===== config.mk =====
export PLATFORM = sky130hd
export DESIGN_NAME = vga_timing_gen
export DESIGN_NICKNAME = d
export VERILOG_FILES = /design/src/rtl/vga_timing_gen.sv
export SDC_FILE = /design/constraint.sdc
export NUM_CORES = 1
export LEC_CHECK = 0
export BUFFER_PORTS_ARGS = -buffer_cell sky130_fd_sc_hd__buf_4
export CELL_PAD_IN_SITES_DETAIL_PLACEMENT = 1
export CELL_PAD_IN_SITES_GLOBAL_PLACEMENT = 1
export CORE_MARGIN = 1.5
export CORE_UTILIZATION = 45
export CTS_CLUSTER_SIZE = 20
export DETAILED_ROUTE_END_ITERATION = 8
export PLACE_DENSITY = 0.93
export SETUP_SLACK_MARGIN = 0.2
export SYNTH_ARGS = -nofsm -noshare
export SYNTH_HDL_FRONTEND = slang
export SYNTH_SLANG_ARGS = --single-unit

===== constraint.sdc =====
create_clock -name clk -period 3.5 [get_ports clk]
set_clock_uncertainty 0.1 [all_clocks]
set_input_delay 0.7 -clock clk [delete_from_list [all_inputs] [get_ports clk]]
set_output_delay 0.7 -clock clk [all_outputs]
set_load 0.01 [all_outputs]

===== src/rtl/vga_timing_gen.sv =====
// vga_timing_gen: VGA raster timing generator (pixel divider, h/v counters,
// active-low syncs, visible-area flag, frame-start strobe).
// Optional feature macro: VGA_FRAME_COUNT_EN adds an 8-bit wrapping frame
// counter output (frame_count) that advances on every frame_start.
// All outputs are registered; sync/active/frame flags are computed from the
// next-state counter values so they change on the same edge as the counters.

module vga_timing_gen #(
  parameter int unsigned CLK_DIV   = 2,
  parameter int unsigned H_VISIBLE = 640,
  parameter int unsigned H_FRONT   = 16,
  parameter int unsigned H_SYNC    = 96,
  parameter int unsigned H_BACK    = 48,
  parameter int unsigned V_VISIBLE = 480,
  parameter int unsigned V_FRONT   = 10,
  parameter int unsigned V_SYNC    = 2,
  parameter int unsigned V_BACK    = 33
) (
  input  logic       clk,
  input  logic       reset_n,
  output logic       pixel_tick,
  output logic [9:0] h_counter,
  output logic [9:0] v_counter,
  output logic       hsync,
  output logic       vsync,
  output logic       active,
  output logic       frame_start
`ifdef VGA_FRAME_COUNT_EN
  ,
  output logic [7:0] frame_count
`endif
);

  localparam int unsigned CW      = 10;
  localparam int unsigned H_TOTAL = H_VISIBLE + H_FRONT + H_SYNC + H_BACK;
  localparam int unsigned V_TOTAL = V_VISIBLE + V_FRONT + V_SYNC + V_BACK;
  localparam int unsigned DIV_W   = (CLK_DIV > 1) ? $clog2(CLK_DIV) : 1;

  localparam logic [DIV_W-1:0] DIV_LAST = DIV_W'(CLK_DIV - 1);
  localparam logic [CW-1:0]    H_LAST   = CW'(H_TOTAL - 1);
  localparam logic [CW-1:0]    V_LAST   = CW'(V_TOTAL - 1);
  localparam logic [CW-1:0]    H_VIS    = CW'(H_VISIBLE);
  localparam logic [CW-1:0]    V_VIS    = CW'(V_VISIBLE);
  localparam logic [CW-1:0]    HS_START = CW'(H_VISIBLE + H_FRONT);
  localparam logic [CW-1:0]    HS_END   = CW'(H_VISIBLE + H_FRONT + H_SYNC);
  localparam logic [CW-1:0]    VS_START = CW'(V_VISIBLE + V_FRONT);
  localparam logic [CW-1:0]    VS_END   = CW'(V_VISIBLE + V_FRONT + V_SYNC);

  logic [DIV_W-1:0] div_cnt;
  logic [DIV_W-1:0] div_next;
  logic             tick_next;
  logic [CW-1:0]    h_next;
  logic [CW-1:0]    v_next;
  logic             wrap_frame;

  // Divider and raster counter next-state; counters move only on a pixel tick
  always_comb begin
    div_next   = div_cnt + DIV_W'(1);
    tick_next  = 1'b0;
    h_next     = h_counter;
    v_next     = v_counter;
    wrap_frame = 1'b0;

    if (div_cnt == DIV_LAST) begin
      div_next  = '0;
      tick_next = 1'b1;
    end

    if (pixel_tick) begin
      if (h_counter == H_LAST) begin
        h_next = '0;
        if (v_counter == V_LAST) begin
          v_next     = '0;
          wrap_frame = 1'b1;
        end else begin
          v_next = v_counter + CW'(1);
        end
      end else begin
        h_next = h_counter + CW'(1);
      end
    end
  end

  // Timing registers; flags derive from next-state counters for zero skew
  always_ff @(posedge clk or negedge reset_n) begin
    if (!reset_n) begin
      div_cnt     <= '0;
      pixel_tick  <= 1'b0;
      h_counter   <= '0;
      v_counter   <= '0;
      hsync       <= 1'b1;
      vsync       <= 1'b1;
      active      <= 1'b1;
      frame_start <= 1'b0;
    end else begin
      div_cnt     <= div_next;
      pixel_tick  <= tick_next;
      h_counter   <= h_next;
      v_counter   <= v_next;
      hsync       <= !((h_next >= HS_START) && (h_next < HS_END));
      vsync       <= !((v_next >= VS_START) && (v_next < VS_END));
      active      <= (h_next < H_VIS) && (v_next < V_VIS);
      frame_start <= wrap_frame;
    end
  end

`ifdef VGA_FRAME_COUNT_EN
  // Free-running frame counter for blink/animation effects
  always_ff @(posedge clk or negedge reset_n) begin
    if (!reset_n) begin
      frame_count <= '0;
    end else if (wrap_frame) begin
      frame_count <= frame_count + 8'd1;
    end
  end
`endif

endmodule


# Yosys cells after proc, flatten, opt, wreduce, memory -nomap -nowiden
# Index checks and enable logic that the tools add are counted.
# totals
output_inout_bits,25
n_memories,0
ram_bits,0
regBits,26
mem_bits_ro,0
inputBits,2
latchBits,0
wordCells,34
# op_classes
muxes,10
n_reduce_logical,5
shifts,0
div,0
n_mul,0
n_lt_le_gt_ge,6
n_eq_ne,2
addsub,3
bitwise,0
# ops
cell,count
2-to-1 mux 10 bit,5
"adder 10 x 1 -> 10 bit, second input constant",2
"== test 10 bit, second input constant",2
"less-than comparator 10 bit, second input constant",2
"less-than comparator 10 x 9 -> 1 bit, second input constant",2
"greater-or-equal comparator 10 bit, second input constant",1
"greater-or-equal comparator 10 x 9 -> 1 bit, second input constant",1
2-to-1 mux 1 bit,5
logical AND 1 bit,3
logical NOT 1 bit,2
"adder 1 bit, second input constant",1

# Longest topological paths before layout
# depth
depth_word,7
ltp_mapped,7
ltp_nobuf,7

# Least setup slack after synthesis
# OpenSTA, ideal clock, no wires.
# synth_timing
path_type,register to register
startpoint,reg h_counter[0]
endpoint,reg vsync
path_buffers,0
setup_slack_ps,1471
period_less_slack_ps,2029
setup_ps,89
t_arrival_ps,1840
required_ps,3311
stages_incl_launch_ff,7
cell_sequence,dfrtp_1 > ha_1 > and4b_1 > nand3_4 > or4_1 > a21oi_2 > nand4b_1
# synth_between
elab_chain_cells,6
word_cells_on_any_way,7
classes_between,order compare: 2; eq/ne: 1; mux: 2; reduce/logical: 2
# synth_lines
element,line,rtl
from (decl),22,"output logic [9:0] h_counter,"
from (signal assigned),98,h_counter <= h_next;
== test 10 bit (*),70,if (h_counter == H_LAST) begin
2-to-1 mux 10 bit (*),70,
2-to-1 mux 10 bit (*),69,if (pixel_tick) begin
greater-or-equal comparator 10 x 9 -> 1 bit / less-than comparator 10 x 9 -> 1 bit (equally long branches),101,vsync <= !((v_next >= VS_START) && (v_next < VS_END));
logical AND 1 bit (*),101,
logical NOT 1 bit (*),101,
to (signal assigned),101,
to (decl),25,"output logic vsync,"
# Every way passes the cells marked *; elsewhere a longest branch is shown, timed or not.

# Final worst setup path
# layout_timing
startpoint,reg h_counter[0]
endpoint,reg vsync
# layout_between
elab_chain_cells,6
word_cells_on_any_way,7
classes_between,order compare: 2; eq/ne: 1; mux: 2; reduce/logical: 2
# layout_lines
element,line,rtl
== test 10 bit (*),70,
2-to-1 mux 10 bit (*),70,
2-to-1 mux 10 bit (*),69,
via v_next[9],53,logic [CW-1:0] v_next;
greater-or-equal comparator 10 x 9 -> 1 bit / less-than comparator 10 x 9 -> 1 bit (equally long branches),101,
logical AND 1 bit (*),101,
logical NOT 1 bit (*),101,
# The timed path passes the listed nets; every way through them passes the cells marked *.

==> flow_metrics.tcl <==
set metrics [dict create \
    status "finished clean" \
    drt_iter0_markers 49 \
    syn2layout_area_growth_pct 18.17 \
    p_clk_frac 0.337 \
    post-cts-setup-buffers 0 \
    maxCapViolCount 0 \
    diodes 0 \
    cts_resized 0 \
    grt_busiest_layer "met2" \
    post-route-drc-count 0 \
    grt_pass1_wl_um 6072 \
    endpoint "vsync" \
    powerDensity_nw_per_um2 276.1 \
    worstRegToRegCells 6 \
    register_area_um2 654.4 \
    p_sw_mw 0.09788 \
    synth_seq_cells 26 \
    gp_congestion 0.8451 \
    coreArea_um2 3028 \
    slew_headroom 0.5908 \
    die_h_um 59.15 \
    synth_top_area_frac 0.4056 \
    clk_path_buf_depth 2 \
    postCtsHoldBufs 0 \
    peakVddDrop_mv 0.2079 \
    grt_max_degree 27 \
    grt_overflow_total 0 \
    fp.dieW_um 59.15 \
    setup_viol 0 \
    syn-cell-area_um2 1419 \
    yosys_warnings 0 \
    layout_commonest_cell "buf_4" \
    place_area_um2 1640 \
    crit_type "flip-flop to flip-flop" \
    use_met3 0.02402 \
    firstDrtPassIters 4 \
    start_util 0.4686 \
    r2r-start "h_counter[0]" \
    synth.area.top_cells "dfrtp_1, dfstp_2, xnor2_1" \
    vias 1193 \
    cts.sinks 26 \
    final_nets 168 \
    timing.final.crit_share 0.6729 \
    io_pins 27 \
    comb_power_share 0.014 \
    htreeDepth 1 \
    internal_power_mw 0.3651 \
    async_reset_ff_frac 1.000 \
    startpoint_type "flip-flop" \
    syn_nets 141 \
    synth_cell_type_count 47 \
    syn_inst 136 \
    switching_share 0.2114 \
    cts_root_buf "clkbuf_4" \
    ys.flop_type "dfrtp_1" \
    antenna_left 0 \
    grtUsageMet2 0.4000 \
    hpwl_um 2767 \
    fmax_ghz 0.4246 \
    cts_tree "done" \
    synth_area_per_cell_um2 10.43 \
    drt-wirelength-per-cell_um 17.24 \
    insertion_delay_ps 320 \
    path_clk_slew_ps 140 \
    rrSetupSlack_ps 1140 \
    rows 20 \
    cp.required_ps 3660 \
    hold_viol 0 \
    setup_tns_ps 0 \
    crit_start "h_counter[0]" \
    drive_gt1_frac 0.2778 \
    power.leakage_nw 0.7283 \
    stdcell_area_um2 1677 \
    met1_usage 0.2789 \
    routed_wl_um 3551 \
    fin_crit_ps 2355 \
    hold_path.class "input port to asynchronous set/reset pin" \
    antenna_found_initial 0 \
    crit_arrival_ps 2520 \
    yosysTopAreaCell "dfrtp_1" \
    grt_usage 0.2275 \
    n_fill_cell 372 \
    seqPwrFrac 0.649 \
    numPortBuffers 26 \
    final_cell_mix "buf_4, dfrtp_1, nand2_1" \
    dieArea_um2 3499 \
    via_per_inst 5.791 \
    endpoint_kind "flip-flop" \
    synth_edf_count 0 \
    worstMarginPinSlew_ps 605.9 \
    rsz0062_at_grt "false" \
    maxSlewViolCount 0 \
    reg2reg_to "vsync" \
    crit_fanout 12 \
    cts_inserted_buffers 3 \
    first_global_vias 1274 \
    multi_input_area_um2 716.9 \
    synth.yosys.seq_area_share 0.4612 \
]
[metal layers]
| layer | part of all wire | wire length [um] | vias up |
|---|---|---|---|
| met5 | 0 | 0 | - |
| met4 | 0.031 | 111 | 0 |
| met3 | 0.032 | 112 | 11 |
| met2 | 0.51 | 1798 | 34 |
| met1 | 0.43 | 1529 | 589 |
| li1 | - | - | 559 |
[registers in the layout (all words and copies together), names as in the netlist]
register,count
div_cnt,1
h_counter,10
vsync,1
active,1
hsync,1
frame_start,1
pixel_tick,1
v_counter,10
[logic make-up (layout without fill, tap and decap cells)]
| group | Yosys count | after routing | synth area share |
|---|---|---|---|
| adder cells (fa/ha/maj) | 3 | 3 | 0.02646 |
| buffers and inverters | 9 | 35 | 0.03351 |
| multiplexers | 2 | 2 | 0.01499 |
| AO/OA/AOI/OAI | 24 | 24 | 0.1270 |
| XOR/XNOR | 9 | 9 | 0.05556 |
| flip-flops | 26 | 26 | 0.4612 |
| AND/OR/NAND/NOR | 63 | 63 | 0.2813 |
[synthesized netlist by cell type, types with 2 or more instances]
cell type / count
nor4_1: 2
or3_1: 2
xnor2_1: 7
clkbuf_1: 2
nand3_1: 7
and3_1: 2
nand2_1: 15
dfstp_2: 3
nor3_1: 3
nand4_1: 9
ha_1: 3
inv_1: 5
nand3_4: 2
o21ai_0: 10
xor2_1: 2
a21oi_1: 2
nand4b_1: 2
nor2_1: 7
dfrtp_1: 23
[power groups by stage]
stage               combinational, mW  sequential (mW)  clock (mW)
global placement              0.00673            0.306           0
global route                  0.00770            0.301       0.172
detailed placement            0.00707            0.306           0
finish                        0.00650            0.301       0.156
CTS                           0.00711            0.301       0.158
floorplan                 0.000000249            0.306           0
[how the worst min path moves through the flow]
stage	slack, ps	to	cells past startpoint
after CTS	170	frame_start	1
after global placement	260	pixel_tick	0
final	150	frame_start	1
after detailed placement	280	pixel_tick	0
after global routing	160	v_counter[9]	1
after floorplan	250	pixel_tick	0
[critical path, stage by stage (launching register included)]
cell and delay (ps):
dfrtp_1 460, ha_1 290, nand4b_1 220, nor3_2 570, o21ai_0 190, a32o_1 280, nand4b_1 180
[stage by stage]
step / hold slack [ps] / power, mW / worst slack [ps] / util / std cells
2_1_floorplan: 253.7 / 0.3062 / 1471 / - / 136
3_3_place_gp: 263.1 / 0.3128 / 1319 / 0.5417 / 202
3_5_place_dp: 277.6 / 0.3132 / 1150 / 0.5417 / 202
4_1_cts: 168.0 / 0.4659 / 1130 / 0.5537 / 206
5_1_grt: 161.5 / 0.4800 / 903.1 / 0.5537 / 206
6_report: 154.2 / 0.4630 / 1145 / 0.5537 / 206
[area by class of cell]
cell class                      count  area share
Inverter                            5     0.01119
Clock buffer                        4     0.02164
Sequential cell                    26      0.3903
Tap cell                           44     0.03284
Multi-Input combinational cell    101      0.4276
Timing Repair Buffer               26      0.1164
No activity file was read; power rests on OpenSTA's default activity.
